[config.mk]
export PLATFORM = sky130hd
export DESIGN_NAME = fifo_peek_flat
export DESIGN_NICKNAME = d
export VERILOG_FILES = /design/src/rtl/fifo_peek_if.sv /design/src/rtl/fifo_peek.sv /design/src/flat_wrapper.sv
export SDC_FILE = /design/constraint.sdc
export NUM_CORES = 1
export LEC_CHECK = 0
export BUFFER_PORTS_ARGS = -buffer_cell sky130_fd_sc_hd__clkbuf_2
export CORE_MARGIN = 5
export CORE_UTILIZATION = 45
export CTS_CLUSTER_SIZE = 16
export DETAILED_ROUTE_END_ITERATION = 8
export GPL_ROUTABILITY_DRIVEN = 0
export PLACE_DENSITY = 0.62
export SETUP_SLACK_MARGIN = 0.5
export SYNTH_ARGS = -nofsm -noshare
export SYNTH_HDL_FRONTEND = slang
export SYNTH_SLANG_ARGS = --single-unit
[constraint.sdc]
create_clock -name clk -period 3.6 [get_ports clk]
set_input_delay 0.18 -clock clk [delete_from_list [all_inputs] [get_ports clk]]
set_output_delay 0.18 -clock clk [all_outputs]
set_load 0.005 [all_outputs]
[src/rtl/fifo_peek_if.sv]
// rtl/fifo_peek_if.sv - producer/consumer bundle for the peekable FIFO
interface fifo_peek_if #(
    parameter int B = 8,
    parameter int W = 4
);
    logic         clr;
    logic         wr;
    logic [B-1:0] w_data;
    logic         rd;
    logic [B-1:0] r_data;
    logic [W-1:0] peek_off;
    logic [B-1:0] peek_data;
    logic         peek_valid;
    logic [W:0]   count;
    logic         empty;
    logic         full;
    logic         almost_empty;
    logic         almost_full;
    logic         overflow;
    logic         underflow;
    logic         err_clr;

    modport master (
        output clr, wr, w_data, rd, peek_off, err_clr,
        input  r_data, peek_data, peek_valid, count, empty, full,
               almost_empty, almost_full, overflow, underflow
    );

    modport slave (
        input  clr, wr, w_data, rd, peek_off, err_clr,
        output r_data, peek_data, peek_valid, count, empty, full,
               almost_empty, almost_full, overflow, underflow
    );
endinterface

[src/rtl/fifo_peek.sv]
// rtl/fifo_peek.sv - FWFT synchronous FIFO with occupancy, thresholds, sticky errors and peek
module fifo_peek #(
    parameter int B  = 8,
    parameter int W  = 4,
    parameter int AE = 2,
    parameter int AF = 14
) (
    input  logic        clk,
    input  logic        reset,
    fifo_peek_if.slave  bus
);
    localparam int         DEPTH   = 1 << W;
    localparam logic [W:0] DEPTH_C = (W+1)'(DEPTH);
    localparam logic [W:0] AE_C    = (W+1)'(AE);
    localparam logic [W:0] AF_C    = (W+1)'(AF);

    logic [B-1:0] mem [DEPTH];
    logic [W-1:0] w_ptr, r_ptr, peek_idx;
    logic [W:0]   cnt, cnt_nxt;
    logic         empty_q, full_q, ae_q, af_q, ovf_q, unf_q;
    logic         wr_ok, rd_ok, ovf_set, unf_set;

    // When full, a simultaneous read frees the slot the write lands in.
    always_comb begin
        wr_ok   = 1'b0;
        rd_ok   = 1'b0;
        ovf_set = 1'b0;
        unf_set = 1'b0;
        cnt_nxt = cnt;
        if (bus.clr) begin
            cnt_nxt = '0;
        end else begin
            wr_ok   = bus.wr & (~full_q | bus.rd);
            rd_ok   = bus.rd & ~empty_q;
            ovf_set = bus.wr & ~wr_ok;
            unf_set = bus.rd & ~rd_ok;
            cnt_nxt = cnt + (W+1)'(wr_ok) - (W+1)'(rd_ok);
        end
    end

    always_ff @(posedge clk or posedge reset) begin
        if (reset) begin
            w_ptr   <= '0;
            r_ptr   <= '0;
            cnt     <= '0;
            empty_q <= 1'b1;
            full_q  <= 1'b0;
            ae_q    <= 1'b1;
            af_q    <= 1'b0;
            ovf_q   <= 1'b0;
            unf_q   <= 1'b0;
        end else begin
            if (bus.clr) begin
                w_ptr <= '0;
                r_ptr <= '0;
            end else begin
                if (wr_ok) w_ptr <= w_ptr + W'(1);
                if (rd_ok) r_ptr <= r_ptr + W'(1);
            end
            cnt     <= cnt_nxt;
            empty_q <= (cnt_nxt == '0);
            full_q  <= (cnt_nxt == DEPTH_C);
            ae_q    <= (cnt_nxt <= AE_C);
            af_q    <= (cnt_nxt >= AF_C);
            // A rejection in the same cycle as err_clr keeps the bit set.
            ovf_q   <= ovf_set | (ovf_q & ~bus.err_clr);
            unf_q   <= unf_set | (unf_q & ~bus.err_clr);
        end
    end

    always_ff @(posedge clk) begin
        if (wr_ok) mem[w_ptr] <= bus.w_data;
    end

    assign peek_idx         = r_ptr + bus.peek_off;
    assign bus.r_data       = mem[r_ptr];
    assign bus.peek_data    = mem[peek_idx];
    assign bus.peek_valid   = ((W+1)'(bus.peek_off) < cnt);
    assign bus.count        = cnt;
    assign bus.empty        = empty_q;
    assign bus.full         = full_q;
    assign bus.almost_empty = ae_q;
    assign bus.almost_full  = af_q;
    assign bus.overflow     = ovf_q;
    assign bus.underflow    = unf_q;
endmodule

[src/flat_wrapper.sv]
// flat-port wrapper written by rule: the top's interface ports become plain ports
module fifo_peek_flat 
#(
    parameter int B  = 8,
    parameter int W  = 4,
    parameter int AE = 2,
    parameter int AF = 14
)
  (clk, reset, bus_clr, bus_wr, bus_w_data, bus_rd, bus_peek_off, bus_err_clr, bus_r_data, bus_peek_data, bus_peek_valid, bus_count, bus_empty, bus_full, bus_almost_empty, bus_almost_full, bus_overflow, bus_underflow);
  fifo_peek_if #(.B(B), .W(W)) bus_i ();
  input  logic clk;
  input  logic reset;
  input wire logic [$bits(bus_i.clr)-1:0] bus_clr;
  input wire logic [$bits(bus_i.wr)-1:0] bus_wr;
  input wire logic [$bits(bus_i.w_data)-1:0] bus_w_data;
  input wire logic [$bits(bus_i.rd)-1:0] bus_rd;
  input wire logic [$bits(bus_i.peek_off)-1:0] bus_peek_off;
  input wire logic [$bits(bus_i.err_clr)-1:0] bus_err_clr;
  output wire logic [$bits(bus_i.r_data)-1:0] bus_r_data;
  output wire logic [$bits(bus_i.peek_data)-1:0] bus_peek_data;
  output wire logic [$bits(bus_i.peek_valid)-1:0] bus_peek_valid;
  output wire logic [$bits(bus_i.count)-1:0] bus_count;
  output wire logic [$bits(bus_i.empty)-1:0] bus_empty;
  output wire logic [$bits(bus_i.full)-1:0] bus_full;
  output wire logic [$bits(bus_i.almost_empty)-1:0] bus_almost_empty;
  output wire logic [$bits(bus_i.almost_full)-1:0] bus_almost_full;
  output wire logic [$bits(bus_i.overflow)-1:0] bus_overflow;
  output wire logic [$bits(bus_i.underflow)-1:0] bus_underflow;
  assign bus_i.clr = bus_clr;
  assign bus_i.wr = bus_wr;
  assign bus_i.w_data = bus_w_data;
  assign bus_i.rd = bus_rd;
  assign bus_i.peek_off = bus_peek_off;
  assign bus_i.err_clr = bus_err_clr;
  assign bus_r_data = bus_i.r_data;
  assign bus_peek_data = bus_i.peek_data;
  assign bus_peek_valid = bus_i.peek_valid;
  assign bus_count = bus_i.count;
  assign bus_empty = bus_i.empty;
  assign bus_full = bus_i.full;
  assign bus_almost_empty = bus_i.almost_empty;
  assign bus_almost_full = bus_i.almost_full;
  assign bus_overflow = bus_i.overflow;
  assign bus_underflow = bus_i.underflow;
  fifo_peek #(.B(B), .W(W), .AE(AE), .AF(AF)) u_core (.clk(clk), .reset(reset), .bus(bus_i));
endmodule
# Word level (Yosys, flattened, before mapping)
# Memories as Yosys holds them, arrays and structs flattened.
# Cells that the tools add are included.
totals:
  ff_bits: 19
  ramBits: 128
  input_bits: 18
  wordCells: 47
  memories: 1
op_classes:
  addsub: 5
  n_lt_le_gt_ge: 3
  eq_ne: 1
  n_mux: 11
  bitwise: 14
  reduce_logical: 3
mem_list:
  columns: ["memory", "depth", "width", "rd", "rd_clocked_by_memory_dff", "wr", "line_no", "text"]
  rows:
  - ["u_core.mem", 16, 8, 2, 0, 1, "fifo_peek.sv:17", "logic [B-1:0] mem [DEPTH];"]
op_table:
  columns: ["op", "n"]
  rows:
  - ["4-bit two-way mux", 4]
  - ["4-bit by 1-bit adder with 4-bit output, second input constant", 2]
  - ["1-bit AND", 6]
  - ["1-bit two-way mux", 6]
  - ["5-bit by 1-bit adder with 5-bit output", 1]
  - ["5-bit == test, second input constant", 1]
  - ["5-bit by 4-bit >= comparator with 1-bit output, second input constant", 1]
  - ["5-bit by 2-bit less-or-equal comparator with 1-bit output, second input constant", 1]
  - ["5-bit logical NOT", 1]
  - ["4-bit by 5-bit < comparator with 1-bit output", 1]
  - ["5-bit two-way mux", 1]
  - ["1-bit inverter", 5]
  - ["5-bit by 1-bit subtractor with 5-bit output", 1]
  - ["4-bit adder", 1]
  - ["2-bit nonzero test", 2]
  - ["1-bit OR", 3]

# Longest topological paths before layout
logic_depth:
  ltp_word: 7
  mapped_depth: 12

# Worst setup path before layout
# Ideal clock, no wire load.
synth_timing:
  path_type: "reg2out"
  from: "register u_core.r_ptr[1]"
  to: "output port bus_peek_data[0]"
  arrival_time_ps: 2453
  setup_slack_ps: 967
  stages_incl_launch_ff: 9
  path_buffers: 3
  cell_sequence: "dfrtp_1 -> clkbuf_1 -> clkbuf_1 -> inv_1 -> fa_1 -> clkbuf_1 -> mux4_2 -> nand3_1 -> nand4_1"
synth_via:
  elab_chain_len: 2
synth_rtl:
  columns: ["element", "line_no", "text"]
  rows:
  - ["from (decl)", "fifo_peek.sv:18", "logic [W-1:0] w_ptr, r_ptr, peek_idx;"]
  - ["from (signal assigned)", "fifo_peek.sv:58", "if (rd_ok) r_ptr <= r_ptr + W'(1);"]
  - ["4-bit adder", "fifo_peek.sv:75", "assign peek_idx = r_ptr + bus.peek_off;"]
  - ["memory read 16 x 8 bit", null, null]
  - ["to (decl)", "flat_wrapper.sv:20", "output wire logic [$bits(bus_i.peek_data)-1:0] bus_peek_data;"]
# No other way between the ends.

# Final worst setup path
layout_timing:
  from: "register u_core.r_ptr[0]"
  to: "output port bus_peek_data[4]"
# Same word-level chain as after synthesis.

==> run summary <==
Setup TNS -> 0 ps
CTS tree -> built
core area -> 0.0158 mm²
Root Driver -> clkbuf_16
Max-slew headroom -> 0.237
# IOs -> 46
gr usage total -> 0.192
Max Clk Rate -> 344 MHz
Leak -> 2.95 nW
Layout Nets -> 505
final core utilization -> 0.527
Worst Path Class, Setup -> reg2out
final instance area -> 0.00831 mm²
Vias per Instance -> 5.81
Synth cell types -> 35
number of H-tree levels -> 4
final setup skew -> 4.89 ps
CTS buffer count -> 17
ant diodes -> 0
drt first-iter violations -> 291
Final min period -> 2900 ps
initial antenna violation count -> 2
fillers -> 1295
Least-Margin Pin Slew -> 1140 ps
port bufs -> 45
share of layout cells above drive strength 1 -> 0.297
Cells after Synth -> 404
Mapped Area -> 0.00719 mm²
RSZ-0062 raised after global routing -> no
post-synthesis sequential area ratio -> 0.601
number of max-cap violations -> 0
total grt overflow -> 0
final setup vio count -> 0
PwrDens -> 610 mW/mm²
CTS Buffer Depth -> 2
worst path required time -> 3420 ps
overall power -> 0.00507 W
Post-Route WL -> 16600 µm
multi-input combinational cell area -> 0.00267 mm²
Site Rows -> 46
vias in the first global route -> 4207
top layer in use -> met5
Max VDD drop -> 375 µV
syn_nets -> 440
synthesis-to-finish area growth -> 15.6%
first-pass GRT wire length -> 25500 µm
Seq. cell area -> 0.00432 mm²
die width -> 136 µm
clock sink total -> 147
HP Class -> in2reg
most frequent cells in the layout -> edfxtp_1 (128), clkbuf_2 (45), mux4_2 (42)
Setup crit start kind -> flip-flop
Die Span Y -> 136 µm
WL per Instance -> 23.8 µm
FF-to-FF path depth -> 11
synth warn -> 0
DRC Markers -> 0
pin count of the biggest net entering global routing -> 36
crit path DAT -> 2720 ps
CP endpoint kind -> output pin
Hold Violations, Final -> 0
DP Area -> 0.00773 mm²
ANT nets after route -> 0
Vias -> 4048
synthesized flop and latch total -> 147
met2 routed WL -> 8420 µm
Reg clk slew, reported paths -> 60 ps
Critical Path Fanout Max -> 32
DRT met1 WL -> 6810 µm
Final Cycle Share -> 0.807
WL met3 -> 1030 µm
die area -> 0.0186 mm²
worst skew pair latency -> 410 ps
status -> finished, final reports clean
Synth Area per Inst -> 17.8 µm²
hold path cells -> 3
fin. max-slew vios -> 0
commonest non-fill, non-tap cell in the layout -> edfxtp_1
dpl hpwl -> 11000 µm
Initial Util -> 0.456
first-pass iteration count of the detailed router -> 5
Post-CTS Setup Inserts -> 0
FF-to-FF setup slack -> 920 ps
==> state kept, by name (all words and copies together) (netlist names) <==
register	cells
u_core.mem	128
u_core.bus.count	5
u_core.r_ptr	4
u_core.w_ptr	4
u_core.bus.almost_empty	1
u_core.bus.almost_full	1
u_core.bus.empty	1
u_core.bus.full	1
u_core.bus.overflow	1
u_core.bus.underflow	1
==> cell usage after synthesis, drive strengths merged <==
cell type / number / area share
edfxtp: 128 / 0.53
mux4: 72 / 0.24
nand3: 32 / 0.022
nor2: 24 / 0.013
inv: 19 / 0.0099
dfrtp: 17 / 0.059
ha: 16 / 0.028
clkbuf: 15 / 0.0078
buf: 11 / 0.012
nand2: 11 / 0.0057
nand4: 11 / 0.0096
xnor2: 7 / 0.0085
xor2: 7 / 0.0085
a21oi: 5 / 0.0035
a21o: 4 / 0.0042
nand2b: 4 / 0.0035
nor3: 4 / 0.0028
dfstp: 2 / 0.0073
fa: 2 / 0.0056
nor2b: 2 / 0.0017
a2111oi: 1 / 0.0012
a211o: 1 / 0.0012
a31o: 1 / 0.0012
a32o: 1 / 0.0014
a41oi: 1 / 0.0012
and2: 1 / 0.00087
and3: 1 / 0.00087
o21ai: 1 / 0.00070
o2bb2ai: 1 / 0.0012
o31ai: 1 / 0.0010
or2: 1 / 0.00087
==> metrics by stage <==
step | std cells | hold slack (ps) | setup slack (ps)
final | 697 | 44.6 | 696
after CTS | 697 | 25.3 | 547
after global placement | 664 | 318 | 988
after global routing | 697 | 54.8 | 582
after floorplan | 404 | 130 | 967
after detailed placement | 664 | 331 | 888
==> cells by family after synthesis <==
| family | share of synthesized area |
|---|---|
| buffers and inverters | 0.0301 |
| multiplexers | 0.241 |
| AND/OR/NAND/NOR | 0.0607 |
| adder cells (fa/ha/maj) | 0.0334 |
| flip-flops | 0.601 |
| AO/OA/AOI/OAI | 0.0169 |
| XOR/XNOR | 0.0170 |
==> layout make-up <==
cell class	instances	share of cell area
Sequential cell	147	0.520
Clock inverter	12	0.0138
Multi-Input combinational cell	212	0.321
Timing Repair Buffer	72	0.0521
Inverter	19	0.00858
Clock buffer	19	0.0521
Tap cell	216	0.0325
==> critical path: stages (launching register included) <==
cell,delay (ps)
dfrtp_2,370
ha_4,130
inv_1,40
fa_1,470
buf_4,430
mux4_2,410
nand3_1,100
nand4_1,170
clkbuf_2,170
==> layer usage <==
metal	GRT usage	vias up
met2	0.316	149
met3	0.0452	29
li1	-	1787
met5	0	-
met1	0.253	2079
met4	0.0633	4
==> repair_timing <==
item / CTS / global route
resized for setup: 0 / 1
hold buffers: 2 / 0
setup endpoints to repair: 0 / 6
hold endpoints to repair: 18 / 0
==> where the power goes <==
part | total, W | leakage [nW] | switching, W | internal [W]
Clock | 0.00163 | 0.267 | 0.000628 | 0.00100
Sequential | 0.00198 | 1.40 | 0.0000473 | 0.00194
Combinational | 0.00146 | 1.28 | 0.000739 | 0.000721
==> worst paths after layout <==
| check | from | to |
|---|---|---|
| max | u_core.r_ptr[0] | bus_peek_data[4] |
| min | bus_err_clr | u_core.bus.overflow |
| max reg2reg | u_core.bus.empty | u_core.bus.almost_empty |
| min reg2reg | u_core.bus.overflow | u_core.bus.overflow |
| max in group asynchronous | reset | u_core.r_ptr[0] |
| min in group asynchronous | reset | u_core.bus.overflow |
(Power assumes the default switching activity.)
